--- src/rtl/spec_adder_ctrl.sv ---
// Block-speculative approximate adder sequencer.
// Speculates each block carry-in, optionally repairs carries until exact.
module spec_adder_ctrl #(
  parameter int WIDTH = 16,
  parameter int BLK = 4,
  parameter int NBLK = 4,
  localparam int PW = $clog2(NBLK)
) (
  input  logic             clk,
  input  logic             rst,
  input  logic             in_valid,
  output logic             in_ready,
  input  logic [WIDTH-1:0] a,
  input  logic [WIDTH-1:0] b,
  input  logic             cin,
  input  logic             exact_en,
  output logic             out_valid,
  input  logic             out_ready,
  output logic [WIDTH-1:0] sum,
  output logic             cout,
  output logic             err_det,
  output logic [PW-1:0]    fix_cycles,
  output logic [15:0]      err_count
);

  typedef enum logic [1:0] {
    IDLE,
    EVAL,
    DONE
  } state_t;

  state_t state;

  logic [WIDTH-1:0] a_q;
  logic [WIDTH-1:0] b_q;
  logic             exact_q;
  logic [NBLK-1:0]  c;
  logic [PW-1:0]    pass;
  logic             err_first;

  logic [NBLK-1:0]  co;
  logic [WIDTH-1:0] s_comb;
  logic [NBLK-1:0]  mism;
  logic [NBLK-1:0]  c_fix;
  logic [NBLK-1:0]  c_spec;
  logic             err_now;
  logic             settled;

  // Per-block sums from latched operands and current carry guesses
  always_comb begin
    co = '0;
    s_comb = '0;
    for (int i = 0; i < NBLK; i++) begin
      {co[i], s_comb[i*BLK +: BLK]} =
        {1'b0, a_q[i*BLK +: BLK]} +
        {1'b0, b_q[i*BLK +: BLK]} +
        {{BLK{1'b0}}, c[i]};
    end
  end

  // Carry mismatches and the repaired carry vector for the next pass
  always_comb begin
    mism = '0;
    c_fix = c;
    for (int i = 1; i < NBLK; i++) begin
      mism[i] = c[i] ^ co[i-1];
      c_fix[i] = co[i-1];
    end
  end

  // Initial guess: block carry-in = generate bit of previous block's MSB
  always_comb begin
    c_spec = '0;
    c_spec[0] = cin;
    for (int i = 1; i < NBLK; i++) begin
      c_spec[i] = a[BLK*i-1] & b[BLK*i-1];
    end
  end

  // First-pass error flag, captured live on pass 0
  always_comb begin
    err_now = (pass == '0) ? (|mism) : err_first;
    settled = !exact_q || (mism == '0);
  end

  // Sequencer with registered handshake and result outputs
  always_ff @(posedge clk or posedge rst) begin
    if (rst) begin
      state      <= IDLE;
      in_ready   <= 1'b1;
      out_valid  <= 1'b0;
      sum        <= '0;
      cout       <= 1'b0;
      err_det    <= 1'b0;
      fix_cycles <= '0;
      err_count  <= '0;
      a_q        <= '0;
      b_q        <= '0;
      exact_q    <= 1'b0;
      c          <= '0;
      pass       <= '0;
      err_first  <= 1'b0;
    end else begin
      unique case (state)
        IDLE: begin
          if (in_valid) begin
            a_q       <= a;
            b_q       <= b;
            exact_q   <= exact_en;
            c         <= c_spec;
            pass      <= '0;
            err_first <= 1'b0;
            in_ready  <= 1'b0;
            state     <= EVAL;
          end
        end
        EVAL: begin
          if (pass == '0) err_first <= |mism;
          if (settled) begin
            sum        <= s_comb;
            cout       <= co[NBLK-1];
            err_det    <= err_now;
            fix_cycles <= pass;
            out_valid  <= 1'b1;
            state      <= DONE;
            if (err_now && (err_count != 16'hFFFF))
              err_count <= err_count + 16'd1;
          end else begin
            c    <= c_fix;
            pass <= pass + 1'b1;
          end
        end
        DONE: begin
          if (out_ready) begin
            out_valid <= 1'b0;
            in_ready  <= 1'b1;
            state     <= IDLE;
          end
        end
        default: state <= IDLE;
      endcase
    end
  end

endmodule
--- config.mk ---
export PLATFORM = sky130hd
export DESIGN_NAME = spec_adder_ctrl
export DESIGN_NICKNAME = d
export VERILOG_FILES = /design/src/rtl/spec_adder_ctrl.sv
export SDC_FILE = /design/constraint.sdc
export NUM_CORES = 1
export LEC_CHECK = 0
export ABC_AREA = 1
export CAP_MARGIN = 20
export CORE_MARGIN = 1
export CORE_UTILIZATION = 30
export DETAILED_ROUTE_END_ITERATION = 12
export GPL_ROUTABILITY_DRIVEN = 0
export HOLD_SLACK_MARGIN = 0.06
export PLACE_DENSITY_LB_ADDON = 0.3
export SLEW_MARGIN = 25
export SYNTH_ARGS = -nofsm -noshare
export SYNTH_HDL_FRONTEND = slang
export SYNTH_SLANG_ARGS = --single-unit
--- constraint.sdc ---
create_clock -name clk -period 3.1 [get_ports clk]
set_clock_uncertainty 0.1 [all_clocks]
set_input_delay 0.62 -clock clk [delete_from_list [all_inputs] [get_ports clk]]
set_output_delay 0.62 -clock clk [all_outputs]
set_load 0.02 [all_outputs]
==> results of run 1 <==
[worst max-delay path by stage]
stage / start / endpoint / slack, ps / depth (start not counted)
2_1_floorplan: rst / a_q[0] / 330 / 1
3_3_place_gp: c[1] / err_count[12] / 240 / 13
3_5_place_dp: c[2] / sum[1] / 150 / 13
4_1_cts: c[2] / err_count[2] / 140 / 13
5_1_grt: c[2] / err_count[12] / 50 / 13
6_report: c[2] / err_count[0] / 300 / 13
[layout make-up]
type | instances | area [sq um]
flip-flops and latches | 80 | 2000
well taps | 176 | 220
inverters | 45 | 173
clock buffers | 10 | 239
multi-input cells | 338 | 1850
clock inverters | 5 | 81.3
repair buffers | 81 | 808
fillers | 1345 | 7920
[sequential cells by signal, indices dropped and copies added, names as in the netlist, 2 cells and up]
register and cells:
c 4, err_count 16, pass 2, b_q 16, sum 16, state 2, fix_cycles 2, a_q 16
[layer usage]
| metal | track usage, % | part of all wire [%] |
|---|---|---|
| met5 | 0 | 0 |
| met4 | 4.83 | 1.4 |
| met3 | 3.02 | 2.6 |
| met2 | 24.1 | 47 |
| met1 | 19.5 | 49 |
[critical path, cell delays in order (launching register included)]
cell and delay, ps:
dfrtp_1 350, inv_1 100, fa_1 470, fa_1 430
inv_1 70, nand3_1 70, nand2_1 100, nand2_1 50
nand2_1 70, nand3_1 160, a21oi_4 290, buf_4 270
nand4_1 110, nand2_1 90
[cells by family (layout without fill, tap and decap cells)]
logic type / Yosys count / count (layout) / synth area share [%]
flops: 80 / 80 / 48.9
fa+ha+maj: 22 / 22 / 8.19
xor+xnor: 20 / 20 / 4.28
buf+inv: 62 / 141 / 6.32
compound gates: 61 / 61 / 7.64
simple gates: 235 / 235 / 24.7
[cells in the mapped netlist]
| library cell | instances | area [sq um] |
|---|---|---|
| a31oi_1 | 3 | 18.8 |
| buf_6 | 2 | 22.5 |
| nor2_1 | 15 | 56.3 |
| nand3_1 | 18 | 90.1 |
| nand2_1 | 171 | 642 |
| xnor2_1 | 9 | 78.8 |
| nand3_2 | 1 | 10.0 |
| dfrtp_1 | 79 | 1980 |
| ha_1 | 14 | 175 |
| inv_1 | 41 | 154 |
| nor3_4 | 1 | 16.3 |
| nor3_1 | 4 | 20.0 |
| a21oi_2 | 1 | 8.76 |
| a21oi_1 | 11 | 55.1 |
| o21ai_1 | 18 | 90.1 |
| nand4_1 | 20 | 125 |
| nor2_4 | 1 | 11.3 |
| clkbuf_1 | 10 | 37.5 |
| xor2_1 | 11 | 96.3 |
| fa_1 | 8 | 160 |
| buf_4 | 2 | 15.0 |
| or2_1 | 1 | 6.26 |
| o21ai_0 | 28 | 140 |
| nand4_4 | 1 | 21.3 |
| inv_2 | 4 | 15.0 |
| nand2_2 | 2 | 12.5 |
| dfstp_2 | 1 | 26.3 |
| buf_2 | 3 | 15.0 |
[per-stage QoR]
step	utilization (%)	std cells
3_5_place_dp	37.9	720
2_1_floorplan	-	480
4_1_cts	40.3	735
5_1_grt	40.4	735
3_3_place_gp	37.9	720
6_report	40.4	735
[power by group through the flow]
stage	clock, mW	sequential [mW]	combinational, mW
after floorplan	0	1.87	1.59
after global placement	0	1.74	2.48
after detailed placement	0	1.75	2.55
after CTS	1.17	1.74	2.56
after global routing	1.21	1.79	2.91
final	1.14	1.73	2.56
[timing repair]
item / 4_1_cts / 5_1_grt
resized for setup: 0 / 4
endpoints found under the setup margin: 0 / 37
setup buffers: 0 / 0
hold buffers: 0 / 0
==> run metrics, run 1 <==
status=finished clean; period utilization=90.4%; unrepaired setup endpoints after global routing=no; post-route cell area=0.00537 sq mm; crit path DAT=2960 ps; post-route setup TNS=0 ps; Vias=3,309; hpwl dp=7120 um; final worst setup slack=299 ps; total power=5.43 mW; nets=615; area delta synth->final=31.2%; Mean Syn Cell Area=8.53 sq um; R2R Setup Slk=300 ps; post-place setup slack=145 ps; crit path kind=flop to flop; FF-to-FF End=err_count[0]; Die H=119 um; clock latency on the worst-skew pair=330 ps; clock share of power=21.0%; total of max-cap violations=0; GRT overflow=0; port bufs=75; final wirelength=9680 um; crit path capture type=flop; Detailed Route Iter0 Violations=185; number of failing hold endpoints at the final stage=0; first-pass GRT wire length=16,500 um; initial antenna violation count=0; Leak=2.55 nW; Startpoint Class=flop; Max Fclk=0.357 GHz; clk sink count=80; Sw Pwr=2.22 mW; drt first pass iters=5; sequential share of power=31.9%; final setup violation count=0; synth warn=0; antenna cells=0; Num CTS Buffers=9; critical path required time=3260 ps; power per cell area=1010 mW/mm^2; Slew Limit Fails=0; Net Sw Frac=40.9%; IO Pins=76; largest net degree at the start of global routing=42; unique cell type count in the Yosys netlist=28; Root Driver=clkbuf_16; worst r2r src=c[2]; CTS Buffer Depth=2; commonest non-fill, non-tap cell in the layout=nand2_1; WHS Endpoint=in_ready; CTS H-Tree Depth=3; CTS clk-pin slew, worst paths=60 ps; vias in the first global route=3,418; WHS=372 ps; worst-margin pin slew=710 ps; Max transition margin=52.6%; commonest non-fill, non-tap cells in the layout=nand2_1 (171), dfrtp_1 (79), clkdlybuf4s50_1 (75), inv_1 (40), o21ai_0 (28); CTS tree=done; row count=42; DRT antenna net count=0; worst hold path startpoint=in_ready; area post-placement=0.00504 sq mm; Tot GR Track Use=14.7%; Starting Density=30.8%; Seq/Total Area, Yosys=48.9%; WL/cell=13.2 um; Period minus WS final=2800 ps; Remaining DRCs=0; Peak VDD IR=0.000405 V; Post-Syn Nets=540; flops & latches, synth=80; Comb power frac=47.1%; vias per inst=4.50; Register-to-Register Path Depth=13; layout cell share with drive strength beyond 1=6.08%; Die ar.=0.0141 sq mm; Core Area=0.0133 sq mm; Syn Std Cell Area=0.00410 sq mm; post-synthesis cell count=480; P_int=3.21 mW; Max FO, Critical Path=16; Die X=119 um; Cells on Worst Hold Path=2; Min-Delay Path Class=flop to flop
No activity file was read; power rests on OpenSTA's default activity.
==> run 2, diff against run 1 <==
--- a/config.mk
+++ b/config.mk
@@ -5,10 +5,11 @@
 export SDC_FILE = /design/constraint.sdc
 export NUM_CORES = 1
 export LEC_CHECK = 0
-export ABC_AREA = 1
 export CAP_MARGIN = 20
+export CELL_PAD_IN_SITES_DETAIL_PLACEMENT = 2
+export CELL_PAD_IN_SITES_GLOBAL_PLACEMENT = 2
 export CORE_MARGIN = 1
-export CORE_UTILIZATION = 30
+export CORE_UTILIZATION = 33
 export DETAILED_ROUTE_END_ITERATION = 12
 export GPL_ROUTABILITY_DRIVEN = 0
 export HOLD_SLACK_MARGIN = 0.06
==> run metrics, run 2 <==
initial antenna violation count=0 (unchanged); commonest cells in the netlist=dfrtp_1 (79), nand2_1 (44), o21ai_0 (30); post-route setup TNS=0 ps (unchanged); simple-gate share of the synthesized area=14.5% (-10 points); CTS tree=done; Num CTS Buffers=9 (unchanged); flops & latches, synth=80 (unchanged); Tot GR Track Use=18.0% (+3.3 points); share of the synthesized area in the top cell type=50.3% (+2.0 points); worst path bufs/invs=2 (-1); port bufs=75 (unchanged); compound-gate portion of the synthesized area=7.86% (+0.22 points); most common cell in the synthesized netlist=dfrtp_1; DRT antenna net count=0 (unchanged); clock share of power=17.4% (-3.6 points); Slew Limit Fails=0 (unchanged); violated checks=design-rule violations; EDFF count, synth=0 (unchanged); wl on met1=4410 um (-6.8%); vias per inst=5.02 (+11%); clock latency on the worst-skew pair=340 ps (about the same); post-synthesis cell count=363 (-24%); Sw Pwr=2.50 mW (+12%); Cells on Worst Hold Path=2 (unchanged); Comb power frac=53.0% (+5.9 points); crit path kind=flop to flop; Fillers=1,206 (-10%); final setup violation count=0 (unchanged); Detailed Route Iter0 Violations=83 (-55%); Peak VDD IR=0.000390 V (-3.6%); Slowest-stage cell, CP=fa_2; Post-Synth Adder-Cell Area=8.53% (+0.34 points); CTS H-Tree Depth=3 (unchanged); total power=6.07 mW (+12%); CTS Buffer Depth=2 (unchanged); largest family of logic cells by synthesized area=simple AND/OR/NAND/NOR gates; top routing layer in use=met4; IO Pins=76 (unchanged); final worst setup slack=138 ps (-160 ps); XOR/XNOR Fraction of Synth Area=5.79% (+1.5 points); Vias=2,996 (-9.5%); P_int=3.57 mW (+11%); R2R Setup Slk=140 ps (-160 ps); CTS clk-pin slew, worst paths=60 ps (about the same); drt first pass iters=7 (+2); vias in the first global route=3,342 (-2.2%); CP cell instances=inv_1 -> fa_2 -> fa_1 -> nand2b_1 -> a21oi_2 -> xnor2_2 -> a41oi_4 -> buf_12 -> nor3_4 -> mux2_2; clk sink count=80 (unchanged); worst r2r src=c[1]; slowest cell delay on critical path=410 ps (-60 ps); crit path capture type=flop; unique cell type count in the Yosys netlist=38 (+36%); power per cell area=1140 mW/mm^2 (+13%); Seq/Total Area, Yosys=50.9% (+2.0 points); Remaining DRCs=10 (+10); Max transition margin=60.9% (+8.3 points); Register-to-Register Path Depth=10 (-3); post-place setup slack=-16.6 ps (-162 ps); Max Fclk=0.338 GHz (-5.4%); number of failing hold endpoints at the final stage=0 (unchanged); WHS=380 ps (+8.13 ps); Starting Density=34.1% (+3.3 points); crit path DAT=3080 ps (+120 ps); FF-to-FF End=err_count[1]; Core Area=0.0115 sq mm (-13%); worst-margin pin slew=585 ps (-125 ps); synth warn=0 (unchanged); Top FF cell, synth=dfrtp_1; final wirelength=10,400 um (+7.4%); largest area contributor in the netlist=dfrtp_1; mux share of post-synthesis cell area=7.32% (+7.3 points); Leak=2.39 nW (-6.3%); Die H=111 um (-6.5%); status=finished with violations; total of max-cap violations=0 (unchanged); hpwl dp=7580 um (+6.5%); Startpoint Class=flop; Die X=111 um (-6.5%); Syn Std Cell Area=0.00393 sq mm (-4.0%); commonest non-fill, non-tap cells in the layout=dfrtp_1 (79), clkdlybuf4s50_1 (75), nand2_1 (44), o21ai_0 (30), inv_1 (24); layout cell share with drive strength beyond 1=17.0% (+11 points); met3 WL=310 um (+25%); commonest non-fill, non-tap cell in the layout=dfrtp_1; Crit path max-delay family=adder cells; Post-Syn Nets=423 (-22%); metal2 WL=5530 um (+21%); largest net degree at the start of global routing=37 (-12%); Synth area leaders=dfrtp_1 (50%), mux2_2 (6.3%), xor2_1 (4.9%), ha_1 (4.5%), nand2_1 (4.2%); Mean Syn Cell Area=10.8 sq um (+27%); WL/cell=17.4 um (+32%); GRT overflow=0 (unchanged); Root Driver=clkbuf_16; nets=509 (-17%); row count=39 (-7.1%); sequential share of power=29.6% (-2.3 points); area delta synth->final=34.9%; first-pass GRT wire length=17,300 um (+4.4%); Min-Delay Path Class=flop to flop; worst hold path startpoint=out_valid; Post-CTS Hold Buffers=0 (unchanged); period utilization=95.5% (+5.2 points); Net Sw Frac=41.2% (+0.28 points); Async SR Flop Fraction=100% (unchanged); Period minus WS final=2960 ps (+160 ps); Max FO, Critical Path=22 (+6); antenna cells=0 (unchanged); Die ar.=0.0124 sq mm (-13%); critical path required time=3220 ps (-40 ps); WHS Endpoint=out_valid
run 2: changes by cell type after synthesis, moves of 8 or more:
cell	before	now
inv_1	41	25
o21ai_1	18	3
nand2_1	171	44
xor2_1	11	22
mux2_2	0	22
nand4_1	20	7
nand3_1	18	10
run 2: how the worst max path moves through the flow:
stage               cells after the start           end  startpoint
finish                                 10  err_count[1]        c[1]
detailed placement                     10  err_count[1]        c[1]
floorplan                              10  err_count[1]        c[2]
CTS                                    10  err_count[1]        c[2]
global placement                       10  err_count[1]        c[1]
global route                           10  err_count[1]        c[1]
run 2: cell families (layout without fill, tap and decap cells):
group	count (synthesis)	in the layout
AO/OA/AOI/OAI	55	55
adder cells (fa/ha/maj)	22	22
XOR/XNOR	26	26
multiplexers	26	26
buffers and inverters	42	133
AND/OR/NAND/NOR	112	112
flip-flops	80	80
run 2: timing repair:
item / in CTS / in global routing
endpoints found under the hold margin: 0 / 0
cloned: 0 / 0
pin swaps: 0 / 4
setup endpoints to repair: 1 / 17
setup buffers: 0 / 4
resized for setup: 2 / 12
run 2: metrics by stage:
| stage | utilization, % | instances | instance area, sq um |
|---|---|---|---|
| 2_1_floorplan | - | 363 | 3930 |
| 3_3_place_gp | 42.6 | 577 | 4910 |
| 3_5_place_dp | 42.6 | 577 | 4910 |
| 4_1_cts | 45.3 | 593 | 5220 |
| 5_1_grt | 46.1 | 597 | 5310 |
| 6_report | 46.1 | 597 | 5310 |
run 2: area by class of cell:
type,count,area (sq um),area share [%]
timing repair buffer,92,903,17.0
clock inverter,4,45.0,0.849
sequential,80,2000,37.8
inverter,25,95.1,1.79
clock buffer,12,246,4.65
tap,143,179,3.37
multi-input combinational,241,1830,34.6
run 2: worst register-to-register path: cells and delay by family (launching register included):
| kind | cells | cell delay, ps |
|---|---|---|
| flip-flops | 1 | 360 |
| AND/OR/NAND/NOR | 2 | 380 |
| buffers and inverters | 2 | 280 |
| adder cells (fa/ha/maj) | 2 | 810 |
| XOR/XNOR | 1 | 180 |
| multiplexers | 1 | 350 |
| AO/OA/AOI/OAI | 2 | 400 |
run 2: routing by layer:
metal,GRT usage (%),vias to the layer above
li1,-,1393
met1,21.4,1545
met2,32.0,48
met3,3.83,10
met4,5.95,0
met5,0,-
run 2: power by group through the flow:
stage	Clock [mW]	Sequential [mW]	Combinational, mW
3_5_place_dp	0	1.82	3.03
6_report	1.06	1.79	3.22
5_1_grt	1.12	1.86	3.57
3_3_place_gp	0	1.78	2.89
2_1_floorplan	0	1.91	1.85
4_1_cts	1.09	1.81	3.11
==> run 3, diff against run 2 <==
--- a/config.mk
+++ b/config.mk
@@ -5,11 +5,11 @@
 export SDC_FILE = /design/constraint.sdc
 export NUM_CORES = 1
 export LEC_CHECK = 0
-export CAP_MARGIN = 20
 export CELL_PAD_IN_SITES_DETAIL_PLACEMENT = 2
 export CELL_PAD_IN_SITES_GLOBAL_PLACEMENT = 2
 export CORE_MARGIN = 1
-export CORE_UTILIZATION = 33
+export CORE_UTILIZATION = 34
+export CTS_BUF_LIST = sky130_fd_sc_hd__clkbuf_8
 export DETAILED_ROUTE_END_ITERATION = 12
 export GPL_ROUTABILITY_DRIVEN = 0
 export HOLD_SLACK_MARGIN = 0.06
==> run metrics, run 3 (same netlist as run 2, synthesis figures left out) <==
Root Driver=clkbuf_8; clk sink count=80 (unchanged); Max FO, Critical Path=8 (-64%); commonest non-fill, non-tap cell in the layout=dfrtp_1; crit path kind=flop to flop; Starting Density=35.7% (+1.5 points); DRT antenna net count=0 (unchanged); drt first pass iters=4 (-3); Leak=2.34 nW (-2.1%); Startpoint Class=flop; antenna cells=0 (unchanged); CTS tree=done; CTS Buffer Depth=2 (unchanged); CTS clk-pin slew, worst paths=80 ps (+20 ps); vias in the first global route=3,414 (+2.2%); Detailed Route Iter0 Violations=65 (-22%); hpwl dp=7510 um (-0.93%); row count=38 (-2.6%); period utilization=96.8% (+1.2 points); IO Pins=76 (unchanged); CTS H-Tree Depth=3 (unchanged); area delta synth->final=31.8%; Die ar.=0.0120 sq mm (-2.9%); Die X=110 um (-1.5%); Vias=3,000 (+0.13%); Tot GR Track Use=19.9% (+1.9 points); crit path DAT=3170 ps (+90 ps); Num CTS Buffers=9 (unchanged); power per cell area=1120 mW/mm^2 (-2.4%); layout cell share with drive strength beyond 1=16.4% (-0.59 points); initial antenna violation count=0 (unchanged); Max transition margin=63.0% (+2.1 points); Post-CTS Hold Buffers=0 (unchanged); crit path capture type=flop; Die H=110 um (-1.5%); nets=508 (-0.20%); worst-margin pin slew=555 ps (-30.8 ps); Remaining DRCs=0 (-10); largest net degree at the start of global routing=53 (+43%); final wirelength=10,600 um (+2.4%); Peak VDD IR=0.000393 V (+0.66%); vias per inst=5.07 (+0.98%); number of failing hold endpoints at the final stage=0 (unchanged); clock latency on the worst-skew pair=360 ps (+20 ps); slowest cell delay on critical path=460 ps (+50 ps); port bufs=75 (unchanged); Core Area=0.0110 sq mm (-4.2%); Slew Limit Fails=0 (unchanged); Slowest-stage cell, CP=fa_1; Max Fclk=0.333 GHz (-1.3%); final setup violation count=0 (unchanged); total power=5.78 mW (-4.6%); Min-Delay Path Class=flop to flop; WHS=389 ps (+8.82 ps); status=finished clean; total of max-cap violations=0 (unchanged); WL/cell=18.0 um (+3.3%); GRT overflow=0 (unchanged); Period minus WS final=3000 ps (+37.6 ps); commonest non-fill, non-tap cells in the layout=dfrtp_1 (79), clkdlybuf4s50_1 (75), nand2_1 (44), o21ai_0 (30), inv_1 (25); critical path required time=3270 ps (+50 ps); CP cell instances=inv_1 -> fa_1 -> fa_2 -> nand2b_1 -> a21oi_2 -> xnor2_2 -> a41oi_4 -> buf_6 -> nor4_4 -> xor2_1; first-pass GRT wire length=17,700 um (+2.6%)
==> run 3: changes by cell type in the layout (fill, tap and decap cells not counted), moves of 2 or more <==
cell and delta:
buf_4 -2, clkbuf_1 -2, clkbuf_16 -9, clkbuf_8 +9, nor4_1 +2, nor4_2 -3
==> run 3: report_power, final <==
part / internal (mW) / total [mW] / switching [mW]
logic: 1.43 / 3.23 / 1.81
clock network: 0.383 / 0.765 / 0.382
registers: 1.49 / 1.79 / 0.299
total: 3.30 / 5.78 / 2.49
==> run 3: through the flow <==
stage	TNS, ps	setup WS, ps	instance area [sq um]	std cells	utilization, %
finish	0	101	5180	592	47.0
global route	-80.6	-32.5	5180	592	47.0
CTS	-33.2	-33.2	5110	588	46.3
detailed placement	-158	-53.0	4890	572	44.3
global placement	0	109	4890	572	44.3
floorplan	0	256	3930	363	-
==> run 3: final timing paths <==
path / start / endpoint / slack (ps) / cells after the start
worst max-delay path: c[0] / err_count[15] / 100 / 10
worst min-delay path: sum[2] / sum[2] / 390 / 2
worst max register to register: c[0] / err_count[15] / 100 / 10
worst min register to register: sum[2] / sum[2] / 390 / 2
max in group asynchronous: rst / sum[14] / 1720 / 3
min in group asynchronous: rst / err_count[12] / 520 / 2
==> run 3: critical path, delay by kind of cell, from the launching register on <==
family | cells | cell delay (ps)
buf+inv | 2 | 280
simple gates | 2 | 500
xor+xnor | 2 | 400
flops | 1 | 330
fa+ha+maj | 2 | 830
compound gates | 2 | 470
==> run 3: final cells by class <==
| cell class | count | area (sq um) |
|---|---|---|
| clock buffer | 10 | 138 |
| clock inverter | 5 | 48.8 |
| fill | 1172 | 5850 |
| inverter | 25 | 95.1 |
| multi-input combinational | 241 | 1830 |
| sequential | 80 | 2000 |
| tap | 140 | 175 |
| timing repair buffer | 91 | 900 |
==> run 3: what timing repair did <==
action                     4_1_cts  5_1_grt
gates resized for setup          4        9
pin swaps                        1        7
buffers inserted                 1        4
setup endpoints to repair        8       24
==> run 3: routing by layer <==
| metal | GRT usage [%] | vias to the layer above | share of wire (%) |
|---|---|---|---|
| met4 | 7.62 | 0 | 2.1 |
| met3 | 4.03 | 16 | 3.0 |
| met5 | 0 | - | 0 |
| met2 | 36.3 | 63 | 54 |
| met1 | 22.8 | 1526 | 41 |
| li1 | - | 1395 | - |
